### config.mk
export PLATFORM = sky130hd
export DESIGN_NAME = fpdiv_vector_writer
export DESIGN_NICKNAME = d
export VERILOG_FILES = /design/src/rtl/fpdiv_vec_pkg.sv /design/src/rtl/fpdiv_vector_writer_nibble_to_ascii.sv /design/src/rtl/fpdiv_vector_writer.sv
export SDC_FILE = /design/constraint.sdc
export NUM_CORES = 1
export LEC_CHECK = 0
export BUFFER_PORTS_ARGS = -buffer_cell sky130_fd_sc_hd__buf_2
export CORE_AREA = 2 2 122 124
export DETAILED_ROUTE_END_ITERATION = 10
export DIE_AREA = 0 0 124 126
export PLACE_DENSITY = 0.71
export REMOVE_ABC_BUFFERS = 1
export SYNTH_ARGS = -nofsm -noshare
export SYNTH_HDL_FRONTEND = slang
export SYNTH_HIERARCHICAL = 1
export SYNTH_SLANG_ARGS = --single-unit
### constraint.sdc
create_clock -name test_clk -period 6.5 [get_ports test_clk]
set_input_delay 1.3 -clock test_clk [delete_from_list [all_inputs] [get_ports test_clk]]
set_output_delay 1.3 -clock test_clk [all_outputs]
set_load 0.005 [all_outputs]
### src/rtl/fpdiv_vec_pkg.sv
// Shared types and constants for the fpdiv test-vector line writer.
package fpdiv_vec_pkg;

  localparam int LINE_LEN = 30;

  localparam logic [4:0] SEP0_IDX = 5'd8;
  localparam logic [4:0] SEP1_IDX = 5'd17;
  localparam logic [4:0] SEP2_IDX = 5'd26;
  localparam logic [4:0] RM_IDX   = 5'd27;
  localparam logic [4:0] NL_IDX   = 5'(LINE_LEN - 1);

  localparam logic [7:0] CH_SEP  = 8'h5F;
  localparam logic [7:0] CH_NL   = 8'h0A;
  localparam logic [7:0] CH_ZERO = 8'h30;
  localparam logic [7:0] CH_BAD  = 8'h3F;

  typedef enum logic {
    IDLE = 1'b0,
    EMIT = 1'b1
  } state_t;

  typedef struct packed {
    logic [31:0] dividend;
    logic [31:0] divisor;
    logic [31:0] quotient;
    logic [1:0]  round_mode;
  } vec_rec_t;

  // A single binary digit rendered as '0' or '1'.
  function automatic logic [7:0] bit_to_ascii(input logic b);
    return CH_ZERO + {7'd0, b};
  endfunction

endpackage

### src/rtl/fpdiv_vector_writer_nibble_to_ascii.sv
// Combinational hex-digit encoder: one nibble to its ASCII character.
module nibble_to_ascii
  import fpdiv_vec_pkg::*;
#(
  parameter bit HEX_UPPER = 1'b0
) (
  input  logic [3:0] nibble,
  output logic [7:0] ascii
);

  // Digits 0-9 map onto '0'..'9', 10-15 onto 'a'..'f' or 'A'..'F'.
  always_comb begin
    ascii = CH_ZERO;
    if (nibble < 4'd10) begin
      ascii = CH_ZERO + {4'h0, nibble};
    end else if (HEX_UPPER) begin
      ascii = 8'h41 + {4'h0, nibble - 4'd10};
    end else begin
      ascii = 8'h61 + {4'h0, nibble - 4'd10};
    end
  end

endmodule

### src/rtl/fpdiv_vector_writer.sv
// Serialises one fpdiv record into "hhhhhhhh_hhhhhhhh_hhhhhhhh_bb\n",
// one character per valid/ready handshake on the output side.
module fpdiv_vector_writer
  import fpdiv_vec_pkg::*;
#(
  parameter bit HEX_UPPER = 1'b0,
  parameter int CNT_W     = 16
) (
  input  logic             test_clk,
  input  logic             reset,
  input  logic             in_valid,
  output logic             in_ready,
  input  logic [31:0]      dividend,
  input  logic [31:0]      divisor,
  input  logic [31:0]      quotient,
  input  logic [1:0]       round_mode,
  output logic             out_valid,
  input  logic             out_ready,
  output logic [7:0]       out_char,
  output logic             line_done,
  output logic [CNT_W-1:0] line_count
);

  state_t           state_r;
  logic [4:0]       char_idx_r;
  vec_rec_t         rec_r;
  logic             in_ready_r;
  logic             out_valid_r;
  logic             line_done_r;
  logic [CNT_W-1:0] line_count_r;

  logic [31:0]      sel_word_s;
  logic [2:0]       nib_pos_s;
  logic [3:0]       nib_s;
  logic             is_hex_s;
  logic [7:0]       fixed_char_s;
  logic [7:0]       hex_char_s;
  logic [7:0]       out_char_s;

  // Pick the field and nibble position for hex positions, or a fixed glyph otherwise.
  always_comb begin
    sel_word_s   = 32'h0000_0000;
    nib_pos_s    = 3'd0;
    is_hex_s     = 1'b0;
    fixed_char_s = CH_BAD;
    if (char_idx_r < SEP0_IDX) begin
      sel_word_s = rec_r.dividend;
      nib_pos_s  = 3'(SEP0_IDX - 5'd1 - char_idx_r);
      is_hex_s   = 1'b1;
    end else if (char_idx_r == SEP0_IDX) begin
      fixed_char_s = CH_SEP;
    end else if (char_idx_r < SEP1_IDX) begin
      sel_word_s = rec_r.divisor;
      nib_pos_s  = 3'(SEP1_IDX - 5'd1 - char_idx_r);
      is_hex_s   = 1'b1;
    end else if (char_idx_r == SEP1_IDX) begin
      fixed_char_s = CH_SEP;
    end else if (char_idx_r < SEP2_IDX) begin
      sel_word_s = rec_r.quotient;
      nib_pos_s  = 3'(SEP2_IDX - 5'd1 - char_idx_r);
      is_hex_s   = 1'b1;
    end else if (char_idx_r == SEP2_IDX) begin
      fixed_char_s = CH_SEP;
    end else if (char_idx_r == RM_IDX) begin
      fixed_char_s = bit_to_ascii(rec_r.round_mode[1]);
    end else if (char_idx_r == RM_IDX + 5'd1) begin
      fixed_char_s = bit_to_ascii(rec_r.round_mode[0]);
    end else if (char_idx_r == NL_IDX) begin
      fixed_char_s = CH_NL;
    end else begin
      fixed_char_s = CH_BAD;
    end
  end

  assign nib_s = sel_word_s[{nib_pos_s, 2'b00} +: 4];

  nibble_to_ascii #(
    .HEX_UPPER(HEX_UPPER)
  ) u_nib (
    .nibble(nib_s),
    .ascii (hex_char_s)
  );

  // Character is only meaningful while emitting; idle output reads as zero.
  always_comb begin
    out_char_s = 8'h00;
    if (out_valid_r) begin
      out_char_s = is_hex_s ? hex_char_s : fixed_char_s;
    end else begin
      out_char_s = 8'h00;
    end
  end

  // Line FSM: capture a record in IDLE, step through characters in EMIT.
  always_ff @(posedge test_clk) begin
    if (!reset) begin
      state_r      <= IDLE;
      char_idx_r   <= 5'd0;
      rec_r        <= '0;
      in_ready_r   <= 1'b1;
      out_valid_r  <= 1'b0;
      line_done_r  <= 1'b0;
      line_count_r <= '0;
    end else begin
      line_done_r <= 1'b0;
      case (state_r)
        IDLE: begin
          if (in_valid && in_ready_r) begin
            rec_r       <= {dividend, divisor, quotient, round_mode};
            char_idx_r  <= 5'd0;
            state_r     <= EMIT;
            in_ready_r  <= 1'b0;
            out_valid_r <= 1'b1;
          end else begin
            in_ready_r  <= 1'b1;
            out_valid_r <= 1'b0;
          end
        end
        EMIT: begin
          if (out_ready) begin
            if (char_idx_r == NL_IDX) begin
              state_r      <= IDLE;
              char_idx_r   <= 5'd0;
              in_ready_r   <= 1'b1;
              out_valid_r  <= 1'b0;
              line_done_r  <= 1'b1;
              line_count_r <= line_count_r + CNT_W'(1);
            end else if (char_idx_r > NL_IDX) begin
              // Unreachable index: recover to IDLE without counting a line.
              state_r     <= IDLE;
              char_idx_r  <= 5'd0;
              in_ready_r  <= 1'b1;
              out_valid_r <= 1'b0;
            end else begin
              char_idx_r <= char_idx_r + 5'd1;
            end
          end
        end
        default: begin
          state_r     <= IDLE;
          char_idx_r  <= 5'd0;
          in_ready_r  <= 1'b1;
          out_valid_r <= 1'b0;
        end
      endcase
    end
  end

  assign in_ready   = in_ready_r;
  assign out_valid  = out_valid_r;
  assign out_char   = out_char_s;
  assign line_done  = line_done_r;
  assign line_count = line_count_r;

endmodule

After elaboration in Yosys (flattened, before gate mapping)
Cells that the tools add are included.
{"block": "word_totals", "reg_bits": 123, "latchBits": 0, "ramBits": 0, "rom_bits": 0, "input_bits": 102, "out_inout_bits": 27, "word_cells": 89, "memories": 0}
{"block": "classes", "add_sub_neg": 10, "multipliers": 0, "div": 0, "order_cmp": 5, "eq_ne": 9, "shifts": 1, "muxes": 47, "bitwise": 1, "reduce_logical": 6}
{"operator": "two-way mux 32 bit", "n": 5}
{"operator": "two-way mux 7 bit", "n": 8}
{"operator": "variable part select 32 x 6 -> 4 bit", "n": 1}
{"operator": "== test 5 bit, second input constant", "n": 5}
{"operator": "two-way mux 8 bit", "n": 3}
{"operator": "two-way mux 5 bit", "n": 4}
{"operator": "two-way mux 1 bit", "n": 17}
{"operator": "adder 16 x 1 -> 16 bit, second input constant", "n": 1}
{"operator": "two-way mux 3 bit", "n": 5}
{"operator": "adder 6 x 1 -> 7 bit, first input constant", "n": 2}
{"operator": "< comparator 5 bit, second input constant", "n": 2}
{"operator": "one-hot mux 5 bit (2 select lines)", "n": 1}
{"operator": "adder 7 x 4 -> 8 bit, first input constant", "n": 1}
{"operator": "adder 6 x 4 -> 7 bit, first input constant", "n": 1}
{"operator": "two-way mux 6 bit", "n": 1}
{"operator": "one-hot mux 1 bit (2 select lines)", "n": 3}
{"operator": "AND reduction 2 bit", "n": 3}
{"operator": "AND reduction 3 bit", "n": 2}
{"operator": "subtractor 1 x 3 -> 3 bit, first input constant", "n": 2}
{"operator": "adder 5 x 1 -> 5 bit, second input constant", "n": 1}
{"operator": "== test 5 x 4 -> 1 bit, second input constant", "n": 1}
{"operator": "> comparator 5 bit, second input constant", "n": 1}
{"operator": "< comparator 5 x 4 -> 1 bit, second input constant", "n": 1}
{"operator": "< comparator 4 bit, second input constant", "n": 1}
{"operator": "6 further kinds", "n": 7}

Longest topological paths before layout
Gate-level depths: netlist of run 1.
{"block": "logic_depth", "word_depth": 12, "depth_mapped": 19, "depth_no_buf": 15}

Modules after synthesis
Netlist of run 1, hierarchy kept.
{"module": "fpdiv_vector_writer", "n_inst": 1, "cells_per_inst": 783, "area_each_um2": 6211.0, "seq_area_each_um2": 2462.4}
{"module": "nibble_to_ascii", "n_inst": 1, "cells_per_inst": 22, "area_each_um2": 138.9, "seq_area_each_um2": 0.0}

Worst setup path before layout of run 1
OpenSTA, ideal clock, no wires.
{"block": "synth_timing", "kind": "register to output", "from": "register char_idx_r[2]", "to": "output out_char[2]", "t_arrival_ps": 3839, "required_ps": 5200, "slack_ps": 1361, "path_stages_with_launch": 18, "path_buffers": 3, "cell_sequence": "dfxtp_1 > buf_2 > inv_1 > ha_1 > nand4bb_1 > a32o_1 > nor2_1 > buf_2 > buf_4 > nor2_1 > o22ai_1 > a221oi_1 > nor4_1 > inv_1 > ha_1 > xor2_1 > a21oi_1 > o211a_1"}
{"block": "synth_between", "elab_chain_cells": 12, "elab_cells_between_ends": 44, "cone_classes": "add/sub (6); order compare (4); eq/ne (6); shift (1); mux (27)"}
{"element": "from (decl)", "line": "fpdiv_vector_writer.sv:25", "source": "logic [4:0] char_idx_r;"}
{"element": "from (signal assigned)", "line": "fpdiv_vector_writer.sv:135", "source": "char_idx_r <= char_idx_r + 5'd1;"}
{"element": "< comparator 5 bit or subtractor 1 x 3 -> 3 bit (tied branches)", "line": "fpdiv_vector_writer.sv:58, fpdiv_vector_writer.sv:60"}
{"element": "two-way mux 32 bit or two-way mux 3 bit (tied branches)", "line": "fpdiv_vector_writer.sv:58", "source": "end else if (char_idx_r < SEP2_IDX) begin"}
{"element": "two-way mux 32 bit or two-way mux 3 bit (tied branches)", "line": "fpdiv_vector_writer.sv:56", "source": "end else if (char_idx_r == SEP1_IDX) begin"}
{"element": "two-way mux 32 bit or two-way mux 3 bit (tied branches)", "line": "fpdiv_vector_writer.sv:52", "source": "end else if (char_idx_r < SEP1_IDX) begin"}
{"element": "two-way mux 32 bit or two-way mux 3 bit (tied branches)", "line": "fpdiv_vector_writer.sv:50", "source": "end else if (char_idx_r == SEP0_IDX) begin"}
{"element": "two-way mux 32 bit or two-way mux 3 bit (tied branches)", "line": "fpdiv_vector_writer.sv:46", "source": "if (char_idx_r < SEP0_IDX) begin"}
{"element": "variable part select 32 x 6 -> 4 bit *", "line": "fpdiv_vector_writer.sv:75", "source": "assign nib_s = sel_word_s[{nib_pos_s, 2'b00} +: 4];"}
{"element": "via nib_s[1]", "line": "fpdiv_vector_writer.sv:34", "source": "logic [3:0] nib_s;"}
{"element": "subtractor 4 bit", "line": "fpdiv_vector_writer_nibble_to_ascii.sv:19", "source": "ascii = 8'h61 + {4'h0, nibble - 4'd10};"}
{"element": "adder 7 x 4 -> 8 bit", "line": "fpdiv_vector_writer_nibble_to_ascii.sv:19"}
{"element": "two-way mux 8 bit *", "line": "fpdiv_vector_writer_nibble_to_ascii.sv:14", "source": "if (nibble < 4'd10) begin"}
{"element": "via hex_char_s[2]", "line": "fpdiv_vector_writer.sv:37", "source": "logic [7:0] hex_char_s;"}
{"element": "two-way mux 8 bit *", "line": "fpdiv_vector_writer.sv:88", "source": "out_char_s = is_hex_s ? hex_char_s : fixed_char_s;"}
{"element": "two-way mux 8 bit *", "line": "fpdiv_vector_writer.sv:87", "source": "if (out_valid_r) begin"}
{"element": "to (decl)", "line": "fpdiv_vector_writer.sv:19", "source": "output logic [7:0] out_char,"}
Mark *: on every way through the listed nets, which the timed path passes. The rest lies on a longest branch.

Worst setup path after layout of run 1
Ends and elaborated chain as after synthesis.

==> qor.csv, run 1 <==
stage,metric,value,unit
grt,grt_pass1_wl,26.2,mm
logic_synthesis,synth_flop_cell,dfxtp_1,
die,die_w,124,µm
die,dieArea,15600,µm²
status,status,"finished, final reports clean",
setup_path,start_kind,register,
setup_path,critPathMaxFanout,16,
logic_synthesis,ys_top_cells_by_area,"dfxtp_1 (39%), nand2_1 (14%), a21boi_0 (12%)",
cts,cts_tree,built,
power_and_ir_drop,power.density,270,nW/µm²
die,core,14300,µm²
die,io_pins,129,
setup_path,r2r_cells,6,
drt,vias,5838,
final_layout,finalNetCount,1015,
sta,relSlewSlack,32.1,%
setup_path,crit_type,reg2out,
logic_synthesis,ys_ff_latch,123,
final_layout,fillCellCount,1394,
logic_synthesis,synthMuxAreaShare,1.58,%
worst_hold_path,hold_depth,2,
drt,firstDrtPassIters,5,
cts,cts_htree_levels,4,
die,die_y,126,µm
logic_synthesis,syn_inst,805,
placed_design,gpl.final_weighted_congestion,0.864,
sta,rsz0062_at_grt,false,
sta,fin_skew,5.67,ps
drt,drt_iter0_markers,392,
logic_synthesis,synth_edf_count,0,
logic_synthesis,synth_top_area_share,38.8,%
die,rows,44,
logic_synthesis,yosysSeqAreaShare,38.8,%
cts,cts_setup_buffers,0,
drt,routed.top_layer,met4,
sta,fmax,163,MHz
grt,grt_pass1_vias,5449,
drt,postRouteAntennaNets,0,
sta,worst_pin_slew,1020,ps
final_layout,area_delta_synth_final,21.2,%
setup_path,cp_slowest_cell,dfxtp_1,
grt,overflow,0,
logic_synthesis,synth-compound-area-share,26.4,%
drt,routed_via_density,5.32,
die,start_util,44.4,%
logic_synthesis,ys_warn_count,6,
grt,grt.total_usage,21.2,%
final_layout,multi_input_area,3620,µm²
sta,post-route-period-util,94.4,%
sta,slew_viol_final,0,
sta,fin_crit,6130,ps
drt,drc_errors,0,
setup_path,crit_chain,inv_1 > ha_1 > nand4bb_1 > a32o_1 > nor2_2 > buf_4 > nand2_1 > a21oi_1 > nor3_1 > nor4_2 > inv_1 > ha_1 > xor2_1 > a21oi_1 > o211a_1 > buf_2,
drt,wl_met3,857,µm
setup_path,endpoint_kind,primary output,
cts,hold_buffers,0,
final_layout,num_antenna_cells,0,
power_and_ir_drop,leakage,3.25,nW
cts,clockRootBuffer,clkbuf_16,
cts,clockBufferDepth,2,
drt,wl_met1,8.05,mm
placed_design,port_buffers,127,
logic_synthesis,synth_top_family_by_area,compound AO/OA/AOI/OAI gates,
setup_path,cp.required,5200,ps
cts,numCtsBuffers,17,
worst_hold_path,hp-class,reg2reg,
cts,clkSinkCount,123,
logic_synthesis,netlist_area,6350,µm²
setup_path,arrival,4830,ps
logic_synthesis,synthDistinctLibCells,61,
final_layout,area.sequential,2460,µm²
cts,path_clk_slew,50,ps
power_and_ir_drop,vdd_drop_max,0.178,mV
logic_synthesis,synth_xor_area_share,2.07,%
sta,hold_viol,0,
placed_design,hpwl,11.3,mm
logic_synthesis,avgSynthCellArea,7.89,µm²
drt,wl_per_cell,14.8,µm
flow_run,maxCapViolCount,0,
sta,setup_viol,0,
drt,dr_wl_met2,7.16,mm
logic_synthesis,synthAdderAreaFrac,2.17,%
logic_synthesis,synth-async-reset-ratio,0,%
drt,wl,16.2,mm
grt,grt_antenna_before_repair,0,
setup_path,slowest_delay,620,ps
grt,grt_max_degree,124,
logic_synthesis,synth-simple-area-share,24.3,%
final_layout,final_area,7690,µm²
final_layout,drive_gt1_share,19.8,%
cts,clock_latency,420,ps
sta,setup_tns,0,ps
placed_design,dpl-instance-area,7030,µm²
logic_synthesis,yosysTopAreaCell,dfxtp_1,
[registers in the layout, indices dropped and copies added (netlist names)]
register / flops
line_count: 16
out_valid: 1
line_done: 1
state_r: 1
rec_r: 98
in_ready: 1
char_idx_r: 5
[per-layer routing]
layer / up-vias / GRT usage, %
met2: 155 / 32.2
met5: - / 0
met1: 2710 / 29.8
met4: 0 / 5.68
li1: 2960 / -
met3: 13 / 5.71
[path summary, 6_finish.rpt]
check | slack [ps] | from | end
worst max-delay path | 370 | char_idx_r[2] | out_char[2]
worst min-delay path | 460 | rec_r[33] | rec_r[33]
worst min register to register | 460 | rec_r[33] | rec_r[33]
worst max register to register | 3740 | char_idx_r[4] | line_count[13]
[kinds of logic (layout without fill, tap and decap cells)]
kind of cell	Yosys count	count (layout)
buf+inv	68	176
flops	123	123
simple gates	347	347
xor+xnor	15	15
other cells	2	2
mux	10	10
fa+ha+maj	11	11
compound gates	229	229
[through the flow]
| step | cells | power, mW | setup slack, ps | util, % | hold WS (ps) |
|---|---|---|---|---|---|
| floorplan | 749 | 0.977 | 912 | - | 439 |
| global placement | 1067 | 1.07 | 605 | 49.1 | 454 |
| detailed placement | 1067 | 1.07 | 477 | 49.1 | 460 |
| CTS | 1097 | 2.09 | 9.53 | 53.6 | 467 |
| global route | 1097 | 2.16 | 13.9 | 53.8 | 492 |
| finish | 1097 | 2.08 | 366 | 53.8 | 463 |
[cells in the final DEF (no fill, tap or decap), types with 5 or more instances in the layout]
cell type | synthesis | routed
a31oi_1 | 5 | 5
nor3_1 | 9 | 9
nand2b_1 | 6 | 6
mux2i_1 | 10 | 10
or3_1 | 5 | 5
nor2b_1 | 10 | 10
clkbuf_16 | 0 | 17
nand4_1 | 7 | 7
and2_1 | 22 | 22
a21oi_1 | 25 | 25
nand2_1 | 232 | 232
o22a_1 | 6 | 6
ha_1 | 11 | 11
buf_2 | 7 | 127
a21boi_0 | 104 | 104
nand3_1 | 9 | 9
xor2_1 | 7 | 7
xnor2_1 | 8 | 8
o21ai_0 | 25 | 25
a22oi_1 | 7 | 7
a221oi_1 | 12 | 12
o22ai_1 | 6 | 6
and3_1 | 5 | 5
buf_4 | 3 | 7
nor2_1 | 24 | 23
dfxtp_1 | 123 | 123
clkbuf_8 | 0 | 6
a22o_1 | 6 | 6
inv_1 | 12 | 12
[synthesized netlist by cell type, types with 2 or more instances]
| library cell | instances |
|---|---|
| o211a_1 | 4 |
| nor2b_1 | 10 |
| a21boi_0 | 104 |
| a22o_1 | 6 |
| conb_1 | 2 |
| or2_2 | 3 |
| o22ai_1 | 6 |
| a221oi_2 | 3 |
| a221oi_1 | 12 |
| nand2b_1 | 6 |
| buf_4 | 3 |
| a21o_1 | 2 |
| and2_1 | 22 |
| a22oi_1 | 7 |
| nor2_1 | 24 |
| buf_2 | 7 |
| o31ai_1 | 4 |
| and3_1 | 5 |
| xor2_1 | 7 |
| nand3_2 | 2 |
| clkbuf_1 | 42 |
| buf_6 | 2 |
| mux2i_1 | 10 |
| buf_1 | 2 |
| o22a_1 | 6 |
| a31oi_1 | 5 |
| a21oi_1 | 25 |
| nand2_1 | 232 |
| nor3_1 | 9 |
| dfxtp_1 | 123 |
| nor4_1 | 3 |
| nand3_1 | 9 |
| o21ai_0 | 25 |
| o221ai_1 | 3 |
| inv_1 | 12 |
| or3_1 | 5 |
| o211ai_1 | 4 |
| xnor2_1 | 8 |
| nand4_1 | 7 |
| ha_1 | 11 |
| a211oi_1 | 3 |
[critical path: cells and delay by family (launching register included)]
kind                       cells  cell delay, ps
and+or+nand+nor                5            1420
adders and majority gates      2             610
buffers and inverters          4             800
AOI/OAI and AO/OA              4             810
DFF                            1             620
xor gates and xnor gates       1             150
[layout make-up]
class	count	share of cell area, %
Sequential cell	123	32.0
Inverter	12	0.585
Tap cell	184	2.99
Clock buffer	24	6.65
Multi-Input combinational cell	614	47.1
Timing Repair Buffer	134	8.94
Clock inverter	6	1.72
[timing repair]
item	in CTS	in global routing
setup endpoints to repair	0	6
gates resized for setup	0	4
hold endpoints to repair	0	0
[where the power goes]
group          total (mW)  internal [mW]  switching [mW]
clock                1.02          0.698           0.327
combinational       0.226         0.0958           0.130
sequential          0.830          0.799          0.0312
(Power assumes the default switching activity.)
==> run 2, diff against run 1 <==
--- a/config.mk
+++ b/config.mk
@@ -7,11 +7,11 @@
 export LEC_CHECK = 0
 export BUFFER_PORTS_ARGS = -buffer_cell sky130_fd_sc_hd__buf_2
 export CORE_AREA = 2 2 122 124
+export CTS_BUF_LIST = sky130_fd_sc_hd__clkbuf_4 sky130_fd_sc_hd__clkbuf_8
 export DETAILED_ROUTE_END_ITERATION = 10
 export DIE_AREA = 0 0 124 126
 export PLACE_DENSITY = 0.71
 export REMOVE_ABC_BUFFERS = 1
 export SYNTH_ARGS = -nofsm -noshare
 export SYNTH_HDL_FRONTEND = slang
-export SYNTH_HIERARCHICAL = 1
 export SYNTH_SLANG_ARGS = --single-unit
==> qor.csv, run 2 <==
stage,metric,value,unit,change
status,status,"finished, final reports clean",,
cts,ctsResizeCount,0,,unchanged
flow_run,maxCapViolCount,0,,unchanged
grt,grt_pass1_vias,5307,,-2.6%
setup_path,critPathMaxFanout,11,,-5
logic_synthesis,synthAdderAreaFrac,2.37,%,+0.20 points
power_and_ir_drop,p_sw_share,27.8,%,+4.3 points
final_layout,finalNetCount,986,,-2.9%
sta,worst_pin_slew,1040,ps,+21.6 ps
die,die_y,126,µm,unchanged
logic_synthesis,avgSynthCellArea,8.24,µm²,+4.5%
final_layout,multi_input_area,3630,µm²,+0.31%
sta,setup_tns,0,ps,unchanged
cts,numCtsBuffers,17,,unchanged
logic_synthesis,syn_inst,769,,-4.5%
logic_synthesis,ys_ff_latch,123,,unchanged
power_and_ir_drop,vdd_drop_max,0.132,mV,-26%
drt,wl_per_cell,15.0,µm,+1.3%
logic_synthesis,synth_top_family_by_area,compound AO/OA/AOI/OAI gates,,
setup_path,crit_type,reg2out,,
setup_path,cp.required,5200,ps,about the same
final_layout,largest_register,rec_r,,
final_layout,area.sequential,2460,µm²,unchanged
sta,relSlewSlack,30.7,%,-1.4 points
drt,wl,16.0,mm,-1.3%
die,io_pins,129,,unchanged
cts,hold_buffers,0,,unchanged
sta,post-route-period-util,94.8,%,+0.42 points
logic_synthesis,synth_flop_cell,dfxtp_1,,
cts,clock_latency,450,ps,+30 ps
cts,clkSinkCount,123,,unchanged
logic_synthesis,synthMuxAreaShare,5.41,%,+3.8 points
logic_synthesis,synth_commonest_cells,"nand2_1 (233), dfxtp_1 (123), a21boi_0 (100)",,
die,die_w,124,µm,unchanged
sta,fin_skew,9.65,ps,+3.97 ps
final_layout,layout_commonest_cell,nand2_1,,
die,start_util,44.3,%,-0.079 points
logic_synthesis,synth_most_common_cell,nand2_1,,
final_layout,fillCellCount,1402,,+0.57%
drt,firstDrtPassIters,5,,unchanged
sta,fin_crit,6160,ps,+27.3 ps
logic_synthesis,synthDistinctLibCells,71,,+16%
cts,path_clk_slew,70,ps,+20 ps
grt,grt_pass1_wl,26.0,mm,-0.71%
sta,setup_viol,0,,unchanged
placed_design,hpwl,11.3,mm,+0.71%
placed_design,gpl.final_weighted_congestion,0.900,,+4.2%
power_and_ir_drop,switchingPower,0.564,mW,+16%
drt,drt_iter0_markers,278,,-29%
sta,rsz0062_at_grt,false,,
die,rows,44,,unchanged
drt,postRouteAntennaNets,0,,unchanged
cts,cts_setup_buffers,0,,unchanged
logic_synthesis,synth_xor_area_share,2.76,%,+0.69 points
setup_path,arrival,4860,ps,+30 ps
power_and_ir_drop,power.density,268,nW/µm²,-0.88%
worst_hold_path,hp-class,reg2reg,,
sta,whs,467,ps,+3.81 ps
cts,cts_tree,built,,
drt,vias,5614,,-3.8%
drt,routed_via_density,5.25,,-1.3%
logic_synthesis,synth-simple-area-share,22.4,%,-1.8 points
grt,grt_max_degree,101,,-19%
logic_synthesis,ys_warn_count,0,,-6
die,core,14300,µm²,unchanged
final_layout,area_delta_synth_final,19.4,%,
logic_synthesis,synth_edf_count,0,,unchanged
power_and_ir_drop,power.internal,1.46,mW,-8.0%
power_and_ir_drop,clock_power_share,40.6,%,-8.6 points
sta,fmax,162,MHz,-0.44%
setup_path,endpoint_kind,primary output,,
logic_synthesis,synth_top_area_share,38.8,%,+0.069 points
final_layout,largest_reg_flops,98,,unchanged
logic_synthesis,ys_top_cells_by_area,"dfxtp_1 (39%), nand2_1 (14%), a21boi_0 (12%)",,
setup_path,start_kind,register,,
drt,drc_errors,0,,unchanged
cts,clockBufferDepth,2,,unchanged
sta,slew_viol_final,0,,unchanged
cts,clockRootBuffer,clkbuf_8,,
logic_synthesis,synth-async-reset-ratio,0,%,unchanged
logic_synthesis,synth-compound-area-share,23.9,%,-2.6 points
final_layout,final_cell_mix,"nand2_1 (233), buf_2 (127), dfxtp_1 (123)",,
sta,hold_viol,0,,unchanged
logic_synthesis,yosysSeqAreaShare,38.8,%,+0.069 points
power_and_ir_drop,combPwrFrac,17.7,%,+6.8 points
power_and_ir_drop,leakage,3.05,nW,-6.4%
cts,cts_htree_levels,4,,unchanged
final_layout,drive_gt1_share,22.8,%,+3.0 points
grt,grt.total_usage,21.3,%,+0.067 points
grt,grt_antenna_before_repair,0,,unchanged
placed_design,port_buffers,127,,unchanged
final_layout,num_antenna_cells,0,,unchanged
logic_synthesis,netlist_area,6340,µm²,-0.18%
die,dieArea,15600,µm²,unchanged
logic_synthesis,yosysTopAreaCell,dfxtp_1,,
power_and_ir_drop,seq_power_share,41.7,%,+1.8 points
grt,overflow,0,,unchanged
run 2: changes by cell type after synthesis, sizes merged, moves of 6 or more:
cell    change
nor2b       -6
a221oi     -10
and2        -7
o21ai      -10
xnor2       +9
a21oi      -12
nand3      +10
mux2        +8
nor3        -8
o22a        -6
run 2: area by class of cell:
| cell class | count | area share (%) |
|---|---|---|
| inverters | 13 | 0.645 |
| multi-input cells | 581 | 48.0 |
| clock inverters | 14 | 3.19 |
| well taps | 184 | 3.04 |
| flip-flops and latches | 123 | 32.5 |
| clock buffers | 18 | 3.27 |
| repair buffers | 136 | 9.29 |
run 2: cell families after synthesis:
kind of cell / Yosys count
simple gates: 325
compound gates: 195
flops: 123
buf+inv: 66
mux: 27
xor+xnor: 20
fa+ha+maj: 12
other cells: 1
run 2: worst paths after layout:
path,startpoint,to,slack [ps],depth (start not counted)
hold / removal,rec_r[30],rec_r[30],470,2
hold reg to reg,rec_r[30],rec_r[30],470,2
setup reg to reg,char_idx_r[1],line_count[14],3710,8
setup / recovery,char_idx_r[1],out_char[3],340,15
run 2: stage by stage:
stage | area, µm² | util (%) | std cells | setup WS, ps | total power [mW]
after floorplan | 6120 | - | 716 | 1120 | 1.09
after global placement | 7070 | 49.4 | 1036 | 892 | 1.22
after detailed placement | 7070 | 49.4 | 1036 | 784 | 1.22
after CTS | 7560 | 52.8 | 1068 | 248 | 2.05
after global routing | 7570 | 52.9 | 1069 | 18.8 | 2.13
final | 7570 | 52.9 | 1069 | 339 | 2.03
run 2: per-layer routing:
metal / wire [µm] / vias up / track usage, %
li1: - / 2853 / -
met1: 7540 / 2591 / 27.8
met2: 7390 / 151 / 34.4
met3: 874 / 19 / 5.39
met4: 203 / 0 / 6.68
met5: 0 / - / 0
run 2: power by group through the flow:
stage | Combinational (mW) | Clock (mW) | Sequential (mW)
3_5_place_dp | 0.359 | 0 | 0.861
6_report | 0.359 | 0.824 | 0.845
4_1_cts | 0.360 | 0.842 | 0.845
2_1_floorplan | 0.249 | 0 | 0.845
5_1_grt | 0.408 | 0.875 | 0.850
3_3_place_gp | 0.354 | 0 | 0.861
run 2: worst max-delay path, stage by stage (launching register included):
cell and delay, ps:
dfxtp_1 520, inv_1 290, ha_1 340, and4bb_4 230, o31ai_4 300, o21a_1 460, nor2_4 140, mux4_2 440
mux2_2 320, a32oi_4 290, ha_1 200, nand2_1 50, a211oi_1 270, xnor2_1 120, a221oi_2 270, buf_2 170
==> run 3, diff against run 2 <==
--- a/config.mk
+++ b/config.mk
@@ -6,12 +6,15 @@
 export NUM_CORES = 1
 export LEC_CHECK = 0
 export BUFFER_PORTS_ARGS = -buffer_cell sky130_fd_sc_hd__buf_2
-export CORE_AREA = 2 2 122 124
+export CELL_PAD_IN_SITES_DETAIL_PLACEMENT = 0
+export CELL_PAD_IN_SITES_GLOBAL_PLACEMENT = 1
+export CORE_AREA = 2 2 126 128
 export CTS_BUF_LIST = sky130_fd_sc_hd__clkbuf_4 sky130_fd_sc_hd__clkbuf_8
 export DETAILED_ROUTE_END_ITERATION = 10
-export DIE_AREA = 0 0 124 126
-export PLACE_DENSITY = 0.71
+export DIE_AREA = 0 0 128 130
+export PLACE_DENSITY = 0.86
 export REMOVE_ABC_BUFFERS = 1
 export SYNTH_ARGS = -nofsm -noshare
 export SYNTH_HDL_FRONTEND = slang
+export SYNTH_HIERARCHICAL = 1
 export SYNTH_SLANG_ARGS = --single-unit
==> constraint.sdc (replaced) <==
create_clock -name test_clk -period 6.4 [get_ports test_clk]
set_input_delay 1.28 -clock test_clk [delete_from_list [all_inputs] [get_ports test_clk]]
set_output_delay 1.28 -clock test_clk [all_outputs]
set_load 0.005 [all_outputs]
==> qor.csv, run 3 (synthesis results as in run 1) <==
stage,metric,value,unit,change
sta,relSlewSlack,31.8,%,+1.1 points
final_layout,area_delta_synth_final,16.8,%,
die,start_util,41.2,%,-3.1 points
setup_path,endpoint_kind,primary output,,
drt,postRouteAntennaNets,0,,unchanged
power_and_ir_drop,combPwrFrac,13.5,%,-4.2 points
power_and_ir_drop,clock_power_share,36.8,%,-3.8 points
setup_path,crit_buf_inv,3,,+1
status,status,"finished, final reports clean",,
power_and_ir_drop,power.density,228,nW/µm²,-15%
grt,grt.total_usage,20.1,%,-1.2 points
placed_design,port_buffers,127,,unchanged
power_and_ir_drop,leakage,3.12,nW,+2.4%
sta,hold_viol,0,,unchanged
power_and_ir_drop,power.internal,1.22,mW,-17%
final_layout,fillCellCount,1589,,+13%
sta,fin_crit,6100,ps,
drt,wl,16.1,mm,+0.87%
power_and_ir_drop,switchingPower,0.476,mW,-16%
setup_path,arrival,4820,ps,-40 ps
setup_path,cp.required,5120,ps,-80 ps
final_layout,final_area,7420,µm²,-2.0%
worst_hold_path,hp-class,reg2reg,,
power_and_ir_drop,vdd_drop_max,0.131,mV,-0.78%
drt,drc_errors,0,,unchanged
cts,clockBufferDepth,2,,unchanged
final_layout,final_util,48.1,%,-4.8 points
grt,overflow,0,,unchanged
final_layout,finalNetCount,1017,,+3.1%
drt,wl_per_cell,14.6,µm,-2.7%
placed_design,gpl.final_weighted_congestion,0.895,,-0.53%
drt,routed_via_density,5.24,,-0.22%
die,dieArea,16600,µm²,+6.5%
final_layout,drive_gt1_share,20.0,%,-2.8 points
placed_design,hpwl,11.4,mm,+0.33%
setup_path,crit_type,reg2out,,
die,rows,46,,+4.5%
setup_path,crit_chain,inv_1 > ha_1 > nand4bb_1 > a32o_1 > nor2_2 > buf_4 > nand2_1 > a21oi_1 > nor3_1 > nor4_1 > ha_1 > xor2_1 > a21oi_1 > o211a_1 > buf_2,,
grt,grt_pass1_wl,26.4,mm,+1.7%
cts,clockRootBuffer,clkbuf_8,,
cts,cts_tree,built,,
sta,setup_tns,0,ps,unchanged
cts,path_clk_slew,70,ps,about the same
cts,cts_htree_levels,4,,unchanged
grt,grt_antenna_before_repair,0,,unchanged
sta,worst_pin_slew,1020,ps,-16.3 ps
sta,rsz0062_at_grt,false,,
final_layout,largest_reg_flops,98,,unchanged
sta,setup_viol,0,,unchanged
sta,fin_skew,6.02,ps,-3.62 ps
setup_path,critPathMaxFanout,16,,+5
power_and_ir_drop,p_sw_share,28.1,%,+0.32 points
sta,post-route-period-util,95.3,%,
grt,grt_pass1_vias,5337,,+0.57%
grt,grt_max_degree,124,,+23%
drt,firstDrtPassIters,5,,unchanged
drt,drt_iter0_markers,359,,+29%
final_layout,layout_commonest_cell,nand2_1,,
die,io_pins,129,,unchanged
drt,vias,5806,,+3.4%
cts,hold_buffers,0,,unchanged
final_layout,final_cell_mix,"nand2_1 (232), buf_2 (127), dfxtp_1 (123)",,
final_layout,num_antenna_cells,0,,unchanged
final_layout,largest_register,rec_r,,
flow_run,maxCapViolCount,0,,unchanged
die,die_y,130,µm,+3.2%
placed_design,dpl-instance-area,7050,µm²,-0.23%
setup_path,cp_top_family,simple AND/OR/NAND/NOR gates,,
power_and_ir_drop,seq_power_share,49.7,%,+8.0 points
sta,slew_viol_final,0,,unchanged
setup_path,cp_slowest_cell,dfxtp_1,,
cts,clkSinkCount,123,,unchanged
setup_path,slowest_delay,650,ps,+130 ps
die,core,15400,µm²,+7.8%
die,die_w,128,µm,+3.2%
sta,fmax,164,MHz,
cts,clock_latency,460,ps,about the same
setup_path,start_kind,register,,
cts,numCtsBuffers,17,,unchanged
-- run 3: cell count changes in the layout (fill, tap and decap cells not counted), moves of 7 or more --
| cell | change |
|---|---|
| a21oi_1 | +13 |
| a221oi_1 | +8 |
| nand3_1 | -10 |
| nor3_1 | +7 |
| o21ai_0 | +12 |
| xnor2_1 | -9 |
-- run 3: layout make-up --
cell class,instances,area [µm²],share of cell area (%)
Clock buffer,18,248,3.34
Timing Repair Buffer,136,703,9.48
Inverter,12,45.0,0.607
Multi-Input combinational cell,614,3610,48.7
Sequential cell,123,2460,33.2
Clock inverter,13,104,1.40
Tap cell,192,240,3.24
-- run 3: what timing repair did --
item                       CTS  global route
buffers inserted             0             0
setup endpoints to repair    0             4
gates resized for setup      0             2
-- run 3: worst paths after layout --
check / start / end / slack [ps] / cells past startpoint
max reg2reg: char_idx_r[0] / line_count[13] / 3730 / 7
min reg2reg: rec_r[86] / rec_r[86] / 460 / 2
min: rec_r[86] / rec_r[86] / 460 / 2
max: char_idx_r[2] / out_char[2] / 300 / 15
-- run 3: power by group through the flow --
| stage | clock, mW | combinational [mW] | sequential [mW] |
|---|---|---|---|
| 2_1_floorplan | 0 | 0.147 | 0.846 |
| 3_3_place_gp | 0 | 0.227 | 0.858 |
| 3_5_place_dp | 0 | 0.230 | 0.859 |
| 4_1_cts | 0.640 | 0.231 | 0.841 |
| 5_1_grt | 0.671 | 0.260 | 0.846 |
| 6_report | 0.622 | 0.229 | 0.842 |
-- run 3: metrics by stage --
step,setup slack [ps],hold WS [ps],power [mW],instances
after floorplan,832,439,0.993,749
after detailed placement,749,458,1.09,1077
final,303,464,1.69,1108
after CTS,226,469,1.71,1108
after global placement,810,455,1.09,1077
after global routing,12.9,481,1.78,1108
-- run 3: metal layers --
layer / wire (µm) / GRT usage, % / up-vias / part of all wire [%]
met5: 0 / 0 / - / 0
met4: 340 / 8.60 / 0 / 2.1
met3: 869 / 4.63 / 25 / 5.4
met2: 6950 / 30.0 / 168 / 43
met1: 7990 / 27.8 / 2635 / 49
li1: - / - / 2978 / -
-- run 3: worst reg2reg max path, stage by stage, from the launching register on --
cell and delay (ps):
dfxtp_1 620, ha_1 280, nand4_1 230, nor2_1 500
and4_1 400, nand2_1 130, or3_1 320, a21boi_1 130
